[config.mk]
export PLATFORM = sky130hd
export DESIGN_NAME = alu_flat
export DESIGN_NICKNAME = d
export VERILOG_FILES = /design/src/rtl/alu_if.sv /design/src/rtl/alu.sv /design/src/flat_wrapper.sv
export SDC_FILE = /design/constraint.sdc
export NUM_CORES = 1
export LEC_CHECK = 0
export ABC_AREA = 1
export BUFFER_PORTS_ARGS = -buffer_cell sky130_fd_sc_hd__buf_2
export CORE_MARGIN = 2
export CORE_UTILIZATION = 50
export DETAILED_ROUTE_END_ITERATION = 10
export GPL_ROUTABILITY_DRIVEN = 1
export HOLD_SLACK_MARGIN = 0.02
export PLACE_DENSITY = 0.72
export SLEW_MARGIN = 20
export SYNTH_ARGS = -nofsm -noshare
export SYNTH_HDL_FRONTEND = slang
export SYNTH_SLANG_ARGS = --single-unit
export TNS_END_PERCENT = 1
[constraint.sdc]
create_clock -name clk -period 7.55 [get_ports clk]
set_clock_uncertainty 0.2 [all_clocks]
set_input_delay 1.1325 -clock clk [delete_from_list [all_inputs] [get_ports clk]]
set_output_delay 1.1325 -clock clk [all_outputs]
set_load 0.1 [all_outputs]
[src/rtl/alu_if.sv]
// Memory port of the Phaethon core: one outstanding read or write at a time.
// The core is the master; the external memory is the slave.
interface alu_if;
  logic [31:0] ramValue;
  logic        readAck;
  logic        writeAck;
  logic [31:0] ramAddress;
  logic [31:0] ramOut;
  logic        readReq;
  logic        writeReq;

  modport master (
    input  ramValue, readAck, writeAck,
    output ramAddress, ramOut, readReq, writeReq
  );

  modport slave (
    output ramValue, readAck, writeAck,
    input  ramAddress, ramOut, readReq, writeReq
  );
endinterface

[src/rtl/alu.sv]
// Phaethon execution block: fetch/exec/mem core with four 32-bit registers.
// ALU_DEBUG_EN adds a register holding the last written result on debug.
module alu (
  input  logic        clk,
  input  logic        reset,
  alu_if.master       bus,
  output logic [7:0]  iPointer,
  output logic [7:0]  opCode,
  output logic [31:0] r0,
  output logic [31:0] r1,
  output logic [31:0] debug
);
  typedef enum logic [1:0] {FETCH, EXEC, MEM, HALTED} state_t;

  state_t      state;
  logic [31:0] regs [4];
  logic [7:0]  ip;
  logic [31:0] ir;

  logic [7:0]  op;
  logic [1:0]  rd;
  logic [1:0]  rs;
  logic [31:0] imm;
  logic [31:0] mem_addr;
  logic        is_load;
  logic        is_store;
  logic [31:0] res;
  logic        wr_en;
  logic [7:0]  ip_next;
  logic        unused_ir_bits;

  assign op       = ir[7:0];
  assign rd       = ir[9:8];
  assign rs       = ir[13:12];
  assign imm      = {16'b0, ir[31:16]};
  assign mem_addr = regs[rs] + imm;
  assign is_load  = (op == 8'h0A);
  assign is_store = (op == 8'h0B);
  assign unused_ir_bits = ^{ir[15:14], ir[11:10]};

  always_comb begin
    res     = '0;
    wr_en   = 1'b0;
    ip_next = ip + 8'd4;
    case (op)
      8'h01: begin res = imm;                           wr_en = 1'b1; end
      8'h02: begin res = regs[rs];                      wr_en = 1'b1; end
      8'h03: begin res = regs[rd] + regs[rs];           wr_en = 1'b1; end
      8'h04: begin res = regs[rd] - regs[rs];           wr_en = 1'b1; end
      8'h05: begin res = regs[rd] & regs[rs];           wr_en = 1'b1; end
      8'h06: begin res = regs[rd] | regs[rs];           wr_en = 1'b1; end
      8'h07: begin res = regs[rd] ^ regs[rs];           wr_en = 1'b1; end
      8'h08: begin res = regs[rd] << regs[rs][4:0];     wr_en = 1'b1; end
      8'h09: begin res = regs[rd] >> regs[rs][4:0];     wr_en = 1'b1; end
      8'h0C: ip_next = imm[7:0];
      8'h0D: if (regs[rd] == 32'd0) ip_next = imm[7:0];
      8'h0E: if (regs[rd] != 32'd0) ip_next = imm[7:0];
      default: ;
    endcase
  end

  always_ff @(posedge clk or posedge reset) begin
    if (reset) begin
      state <= FETCH;
      ip    <= '0;
      ir    <= '0;
      for (int i = 0; i < 4; i++) regs[i] <= '0;
    end else begin
      case (state)
        FETCH: begin
          if (bus.readAck) begin
            ir    <= bus.ramValue;
            state <= EXEC;
          end
        end
        EXEC: begin
          if (is_load || is_store) begin
            state <= MEM;
          end else if (op == 8'hFF) begin
            state <= HALTED;
          end else begin
            if (wr_en) regs[rd] <= res;
            ip    <= ip_next;
            state <= FETCH;
          end
        end
        MEM: begin
          // Address and store data stay stable here until the ack edge.
          if (is_load && bus.readAck) begin
            regs[rd] <= bus.ramValue;
            ip       <= ip + 8'd4;
            state    <= FETCH;
          end else if (is_store && bus.writeAck) begin
            ip    <= ip + 8'd4;
            state <= FETCH;
          end
        end
        default: ;
      endcase
    end
  end

  // Requests drop combinationally in the ack cycle so memory never sees a repeat.
  assign bus.readReq    = ((state == FETCH) || (state == MEM && is_load)) && !bus.readAck;
  assign bus.writeReq   = (state == MEM) && is_store && !bus.writeAck;
  assign bus.ramAddress = (state == FETCH) ? {24'b0, ip} :
                          (state == MEM)   ? mem_addr    : 32'd0;
  assign bus.ramOut     = ((state == MEM) && is_store) ? regs[rd] : 32'd0;

  assign iPointer = ip;
  assign opCode   = op;
  assign r0       = regs[0];
  assign r1       = regs[1];

`ifdef ALU_DEBUG_EN
  logic [31:0] dbg_q;

  always_ff @(posedge clk or posedge reset) begin
    if (reset) begin
      dbg_q <= '0;
    end else if (state == EXEC && wr_en) begin
      dbg_q <= res;
    end else if (state == MEM && is_load && bus.readAck) begin
      dbg_q <= bus.ramValue;
    end
  end

  assign debug = dbg_q;
`else
  assign debug = '0;
`endif
endmodule

[src/flat_wrapper.sv]
// flat-port wrapper written by rule: the top's interface ports become plain ports
module alu_flat 
  (clk, reset, iPointer, opCode, r0, r1, debug, bus_ramValue, bus_readAck, bus_writeAck, bus_ramAddress, bus_ramOut, bus_readReq, bus_writeReq);
  alu_if bus_i ();
  input  logic clk;
  input  logic reset;
  output logic [7:0] iPointer;
  output logic [7:0] opCode;
  output logic [31:0] r0;
  output logic [31:0] r1;
  output logic [31:0] debug;
  input wire logic [$bits(bus_i.ramValue)-1:0] bus_ramValue;
  input wire logic [$bits(bus_i.readAck)-1:0] bus_readAck;
  input wire logic [$bits(bus_i.writeAck)-1:0] bus_writeAck;
  output wire logic [$bits(bus_i.ramAddress)-1:0] bus_ramAddress;
  output wire logic [$bits(bus_i.ramOut)-1:0] bus_ramOut;
  output wire logic [$bits(bus_i.readReq)-1:0] bus_readReq;
  output wire logic [$bits(bus_i.writeReq)-1:0] bus_writeReq;
  assign bus_i.ramValue = bus_ramValue;
  assign bus_i.readAck = bus_readAck;
  assign bus_i.writeAck = bus_writeAck;
  assign bus_ramAddress = bus_i.ramAddress;
  assign bus_ramOut = bus_i.ramOut;
  assign bus_readReq = bus_i.readReq;
  assign bus_writeReq = bus_i.writeReq;
  alu u_core (.clk(clk), .reset(reset), .bus(bus_i), .iPointer(iPointer), .opCode(opCode), .r0(r0), .r1(r1), .debug(debug));
endmodule
==> results of run 1 <==
## flip-flops by register name, summed over array words and instances (netlist names)
register and cells:
u_core.regs 64, u_core.iPointer 8, u_core.ir 28, u_core.r1 32
u_core.r0 32, u_core.state 2
## layer usage
| metal | GRT usage, % | share of wire (%) | vias up |
|---|---|---|---|
| li1 | - | - | 11000 |
| met1 | 54.5 | 39 | 11000 |
| met2 | 64.3 | 43 | 1398 |
| met3 | 11.3 | 12 | 297 |
| met4 | 24.8 | 6.1 | 12 |
| met5 | 0 | 0.095 | - |
## worst max-delay path by stage
stage                         startpoint                   endpoint  depth (start not counted)  slack (ns)
2_1_floorplan  u_core.ir[12]$_DFFE_PP0P_         bus_ramAddress[23]                         17        1.59
5_1_grt        u_core.ir[12]$_DFFE_PP0P_         bus_ramAddress[31]                         20        0.69
3_5_place_dp   u_core.ir[12]$_DFFE_PP0P_  u_core.r0[30]$_DFFE_PP0P_                         26        1.70
6_report       u_core.ir[12]$_DFFE_PP0P_         bus_ramAddress[23]                         18        1.10
3_3_place_gp   u_core.ir[12]$_DFFE_PP0P_         bus_ramAddress[23]                         18        1.70
4_1_cts        u_core.ir[12]$_DFFE_PP0P_         bus_ramAddress[23]                         18        1.19
## cells in the mapped netlist, drive strengths merged, types with 2 or more instances
cell,instances
o21ai,127
a22oi,6
ha,117
buf,182
inv,211
o31ai,5
mux2,19
o2bb2ai,5
a221oi,9
xnor2,2
a21oi,126
nor2,391
nand3,403
a31oi,4
clkbuf,68
nor4,3
and2,3
fa,2
o21a,5
or2,12
xor2,41
o211ai,6
nand2,1401
clkinv,3
a211oi,11
nor3,16
o2111ai,7
nand4,38
nand3b,11
a21boi,7
o22ai,7
dfrtp,166
o21bai,5
## cell type report
class / instances / area [sq um]
clock inverter: 15 / 198
antenna: 8 / 20.0
timing repair buffer: 222 / 1210
sequential: 166 / 4160
clock buffer: 17 / 425
fill: 4330 / 18400
tap: 525 / 657
multi-input combinational: 2826 / 13600
inverter: 214 / 811
## cell families after synthesis
kind of cell	Yosys count	share of synthesized area [%]
AOI/OAI and AO/OA	334	9.71
DFF	166	20.9
xor gates and xnor gates	43	1.89
and+or+nand+nor	2279	47.2
muxes	19	1.08
adders and majority gates	119	7.56
buffers and inverters	464	11.6
other	1	0.0188
## report_power, final
group	leakage [nW]	internal (mW)	switching, mW	total (mW)
logic	9.34	1.70	5.41	7.11
clock network	0.298	0.503	0.432	0.935
registers	2.22	1.10	0.318	1.41
## critical path: stages (launching register included)
cell     delay [ns]
dfrtp_2        0.82
inv_2          0.22
buf_4          0.37
nand2_1        0.13
nand3_1        0.07
nand2_1        0.36
inv_1          0.20
ha_1           0.40
nand2_1        0.10
nor2_1         0.15
nand2_1        0.06
o21ai_0        0.42
nand2_1        0.09
nand2_1        0.13
nand2_2        0.12
nor2_2         0.18
nor2_1         0.08
nor3_1         0.22
buf_2          0.48
## stage by stage
step,std cells,utilization (%)
2_1_floorplan,3456,-
6_report,3993,53.3
3_5_place_dp,3953,51.7
3_3_place_gp,3953,51.7
4_1_cts,3985,53.3
5_1_grt,3987,53.3
==> results.cfg, run 1 <==
[clock_tree]
ctsHoldBuffers = 0
cts_inserted_buffers = 17
cts-resized-gates = 0
cts_sinks = 166
cts-root-buf = clkbuf_16
cts_tree = built
worstSkewPairLatency_ns = 0.47
htreeDepth = 4
clockBufferDepth = 2
cts_setup_buffers = 0
clkSlewWorstSetupHoldPaths_ns = 0.07

[finish]
final_common_cell = nand2_1
drive_gt1_share_pct = 10.0
final_nets = 3602
final_cell_mix = 1378 x nand2_1, 398 x nand3_1, 377 x nor2_1
final_cell_area_sq_um = 21000
area_growth_pct = 5.73

[logic_synthesis]
synth-edff-count = 0
avgSynthCellArea_sq_um = 5.81
synthTopCellsByArea = nand2_1 26%, dfrtp_1 21%, nand3_1 10%
synth_top_flop_cell = dfrtp_1
synthDistinctLibCells = 56
syn_area_sq_um = 19900
synth-seq-cells = 166
yosys_warnings = 0
yosysTopAreaCellShare_pct = 26.0
syn_inst = 3425
synth_top_area_cell = nand2_1
seq_area_frac_synth_pct = 20.9
async_flop_share_pct = 100

[detailed_routing]
first_pass_iters = 6
wl_um = 88700
wl_per_cell_um = 22.2
drt_iter0_markers = 2675
vias = 23600
ant_nets = 0
avgViaCountPerCell = 5.92
drc = 0

[sta]
relSlewSlack_pct = 19.3
worst_slack_ns = 1.10
maxSlewViolCount = 0
fin_crit_sh_pct = 85.4
tightest_slew_ns = 1.21
rsz0062_at_grt = false
fmax_mhz = 155
fin_tns_setup_ns = 0
hold_violations = 0
finalCriticalPeriod_ns = 6.45
whs_ns = 0.309
setup_viol = 0

[pwr]
power.density_nw_per_um2 = 450
leakage_nw = 11.9
vdd_drop_max_uv = 368
finalPower_mw = 9.46

[setup_path]
crit_type = flop to output port
r2r_start = u_core.ir[12]$_DFFE_PP0P_
required_ns = 6.22
cp-start-kind = flop
crit_path_end_kind = output port
crit_arrival_ns = 5.12
r2r-end = u_core.r1[17]$_DFFE_PP0P_
cp_max_fo = 53
ff2ff_path_depth = 23
reg2reg_slack_ns = 1.23

[hold_path]
min-delay-start = u_core.regs[41]$_DFFE_PP0P_
worstHoldEndpoint = u_core.regs[41]$_DFFE_PP0P_
min_path_cells = 2
hp-class = flop to flop

[die]
die_height_um = 203
initial_utilization_pct = 50.4
rows = 73
io_pins = 214
dieArea_sq_um = 41400
die_x_um = 203
coreArea_sq_um = 39500

[global_route]
antenna_found_initial = 7
grt_util_all_layers_pct = 42.5
overflow = 0
grt_pass1_vias = 21400
grt_max_degree = 101
grt_pass1_wl_um = 132000

[placement]
hpwl_um = 67500
gp_congestion = 1.09
io_buffers = 181
dpl_worst_slack_ns = 1.70
dpl-instance-area_sq_um = 20400

[run_status]
status = completed

[flow_run]
max_cap_viol_count = 0
No activity file was read; power rests on OpenSTA's default activity.
==> inputs of run 2 (changes only) <==
RECOVER_POWER = 25   (was unset)
==> run 2 against run 1 <==
First-iteration DRC count up 1.0%; routed wire length about the same; the run now ends with capacitance limit, slew limit left; highest routed layer unchanged; non-clock buffer count is the same; worst hold slack lost 0.0022 ns; largest power group unchanged; core utilization about the same; combinational power barely moved; register-to-register slack worse by 0.03 ns; cell count about the same; flip-flop and latch count did not move.
==> results.cfg, run 2 (synthesis results as in run 1) <==
[finish]
n_fill_cell = 4332
seq_area_sq_um = 4160
final_core_util_pct = 53.3
final_nets = 3602
final_cell_mix = 1378 x nand2_1, 398 x nand3_1, 377 x nor2_1
drive_gt1_share_pct = 10.0
final_common_cell = nand2_1
area_growth_pct = 5.67
final_cell_area_sq_um = 21000
largest_reg_flops = 64
multi_input_area_sq_um = 13600
layoutNonFillerInstCount = 3991
regMostFlops = u_core.regs

[sta]
hold_violations = 0
tightest_slew_ns = 4.52
maxSlewViolCount = 140
fin_tns_setup_ns = 0
fmax_mhz = 155
rsz0062_at_grt = false
fin_crit_sh_pct = 85.3
setup_viol = 0
finalCriticalPeriod_ns = 6.44
relSlewSlack_pct = -203

[setup_path]
crit_path_end_kind = output port
required_ns = 6.22
crit_arrival_ns = 5.11
cp_max_fo = 53
cp_slowest_stage_delay_ns = 0.81
r2r_start = u_core.ir[12]$_DFFE_PP0P_
worstPathCellList = inv_2 > buf_4 > nand2_1 > nand3_1 > nand2_1 > inv_1 > ha_1 > nand2_1 > nor2_1 > nand2_1 > o21ai_0 > nand2_1 > nand2_1 > nand2_2 > nor2_2 > nor2_1 > nor3_1 > buf_2
cp_slowest_cell = dfrtp_2
cp-start-kind = flop
crit_type = flop to output port
r2r-end = u_core.r1[17]$_DFFE_PP0P_
reg2reg_slack_ns = 1.20
setup.worst_path.end = bus_ramAddress[23]
ff2ff_path_depth = 23
cp_common_cell = nand2_1
worstSetupStartpoint = u_core.ir[12]$_DFFE_PP0P_

[die]
dieArea_sq_um = 41400
die_x_um = 203
die_height_um = 203
rows = 73
io_pins = 214
coreArea_sq_um = 39500
initial_utilization_pct = 50.4

[clock_tree]
ctsHoldBuffers = 0
cts_sinks = 166
clockBufferDepth = 2
cts_tree = built
cts_inserted_buffers = 17
worstSkewPairLatency_ns = 0.47
cts-root-buf = clkbuf_16
clkSlewWorstSetupHoldPaths_ns = 0.07
cts-resized-gates = 0
cts_setup_buffers = 0
htreeDepth = 4

[global_route]
overflow = 0
grt_pass1_vias = 21400
grt_util_all_layers_pct = 42.5
antenna_found_initial = 7
grt_pass1_wl_um = 132000
grt_max_degree = 101

[detailed_routing]
ant_nets = 0
vias = 23600
avgViaCountPerCell = 5.91
wl_um = 88700
drt_iter0_markers = 2702
drc = 0
wl_per_cell_um = 22.2
first_pass_iters = 8

[flow_run]
max_cap_viol_count = 2

[placement]
gp_congestion = 1.09
io_buffers = 181
hpwl_um = 67500
dpl-instance-area_sq_um = 20400
dpl.cell_count = 3953

[run_status]
violations = capacitance limit, slew limit
status = finished with violations

[pwr]
finalPower_mw = 9.46
vdd_drop_max_uv = 368
power.density_nw_per_um2 = 450
leakage_nw = 11.8

[hold_path]
hp-class = flop to flop
min_path_cells = 2
## run 2: changes by cell type in the layout (fill, tap and decap cells not counted), sizes merged
| cell | before | now |
|---|---|---|
| diode | 8 | 6 |
| buf | 222 | 221 |
| clkinvlp | 2 | 3 |
| clkbuf | 17 | 18 |
| inv | 215 | 214 |
## run 2: where the power goes
| part | total (mW) | switching, mW | internal [mW] | leakage (nW) |
|---|---|---|---|---|
| Combinational | 7.11 | 5.42 | 1.70 | 9.33 |
| Clock | 0.934 | 0.431 | 0.503 | 0.298 |
| Sequential | 1.41 | 0.319 | 1.10 | 2.22 |
## run 2: final cells by class
class	instances	share of cell area, %
clock inverter	15	0.940
multi-input combinational	2826	64.5
antenna	6	0.0714
clock buffer	17	2.02
inverter	214	3.84
tap	525	3.12
sequential	166	19.8
timing repair buffer	222	5.76
## run 2: worst min path at each step
stage | from | end | slack [ns]
2_1_floorplan | u_core.regs[31]$_DFFE_PP0P_ | u_core.regs[31]$_DFFE_PP0P_ | 0.25
3_3_place_gp | u_core.regs[31]$_DFFE_PP0P_ | u_core.regs[31]$_DFFE_PP0P_ | 0.28
3_5_place_dp | u_core.regs[62]$_DFFE_PP0P_ | u_core.regs[62]$_DFFE_PP0P_ | 0.29
4_1_cts | u_core.regs[62]$_DFFE_PP0P_ | u_core.regs[62]$_DFFE_PP0P_ | 0.31
5_1_grt | u_core.regs[12]$_DFFE_PP0P_ | u_core.regs[12]$_DFFE_PP0P_ | 0.33
6_report | u_core.regs[41]$_DFFE_PP0P_ | u_core.regs[41]$_DFFE_PP0P_ | 0.31
## run 2: critical path, delay by kind of cell, from the launching register on
| family | cells | cell delay, ns |
|---|---|---|
| compound gates | 1 | 0.42 |
| fa+ha+maj | 1 | 0.42 |
| buf+inv | 4 | 1.21 |
| flops | 1 | 0.81 |
| simple gates | 12 | 1.68 |
## run 2: routing by layer
| layer | wire, um | vias to the layer above | GRT usage [%] |
|---|---|---|---|
| met5 | 68 | - | 0 |
| met3 | 10700 | 316 | 11.3 |
| met2 | 38000 | 1384 | 64.3 |
| met1 | 34200 | 10900 | 54.5 |
| li1 | - | 11000 | - |
| met4 | 5690 | 10 | 24.8 |
## run 2: through the flow
| stage | hold slack (ns) | worst slack (ns) |
|---|---|---|
| floorplan | 0.249 | 1.59 |
| global placement | 0.280 | 1.70 |
| detailed placement | 0.290 | 1.70 |
| CTS | 0.307 | 1.19 |
| global route | 0.327 | 0.690 |
| finish | 0.306 | 1.11 |
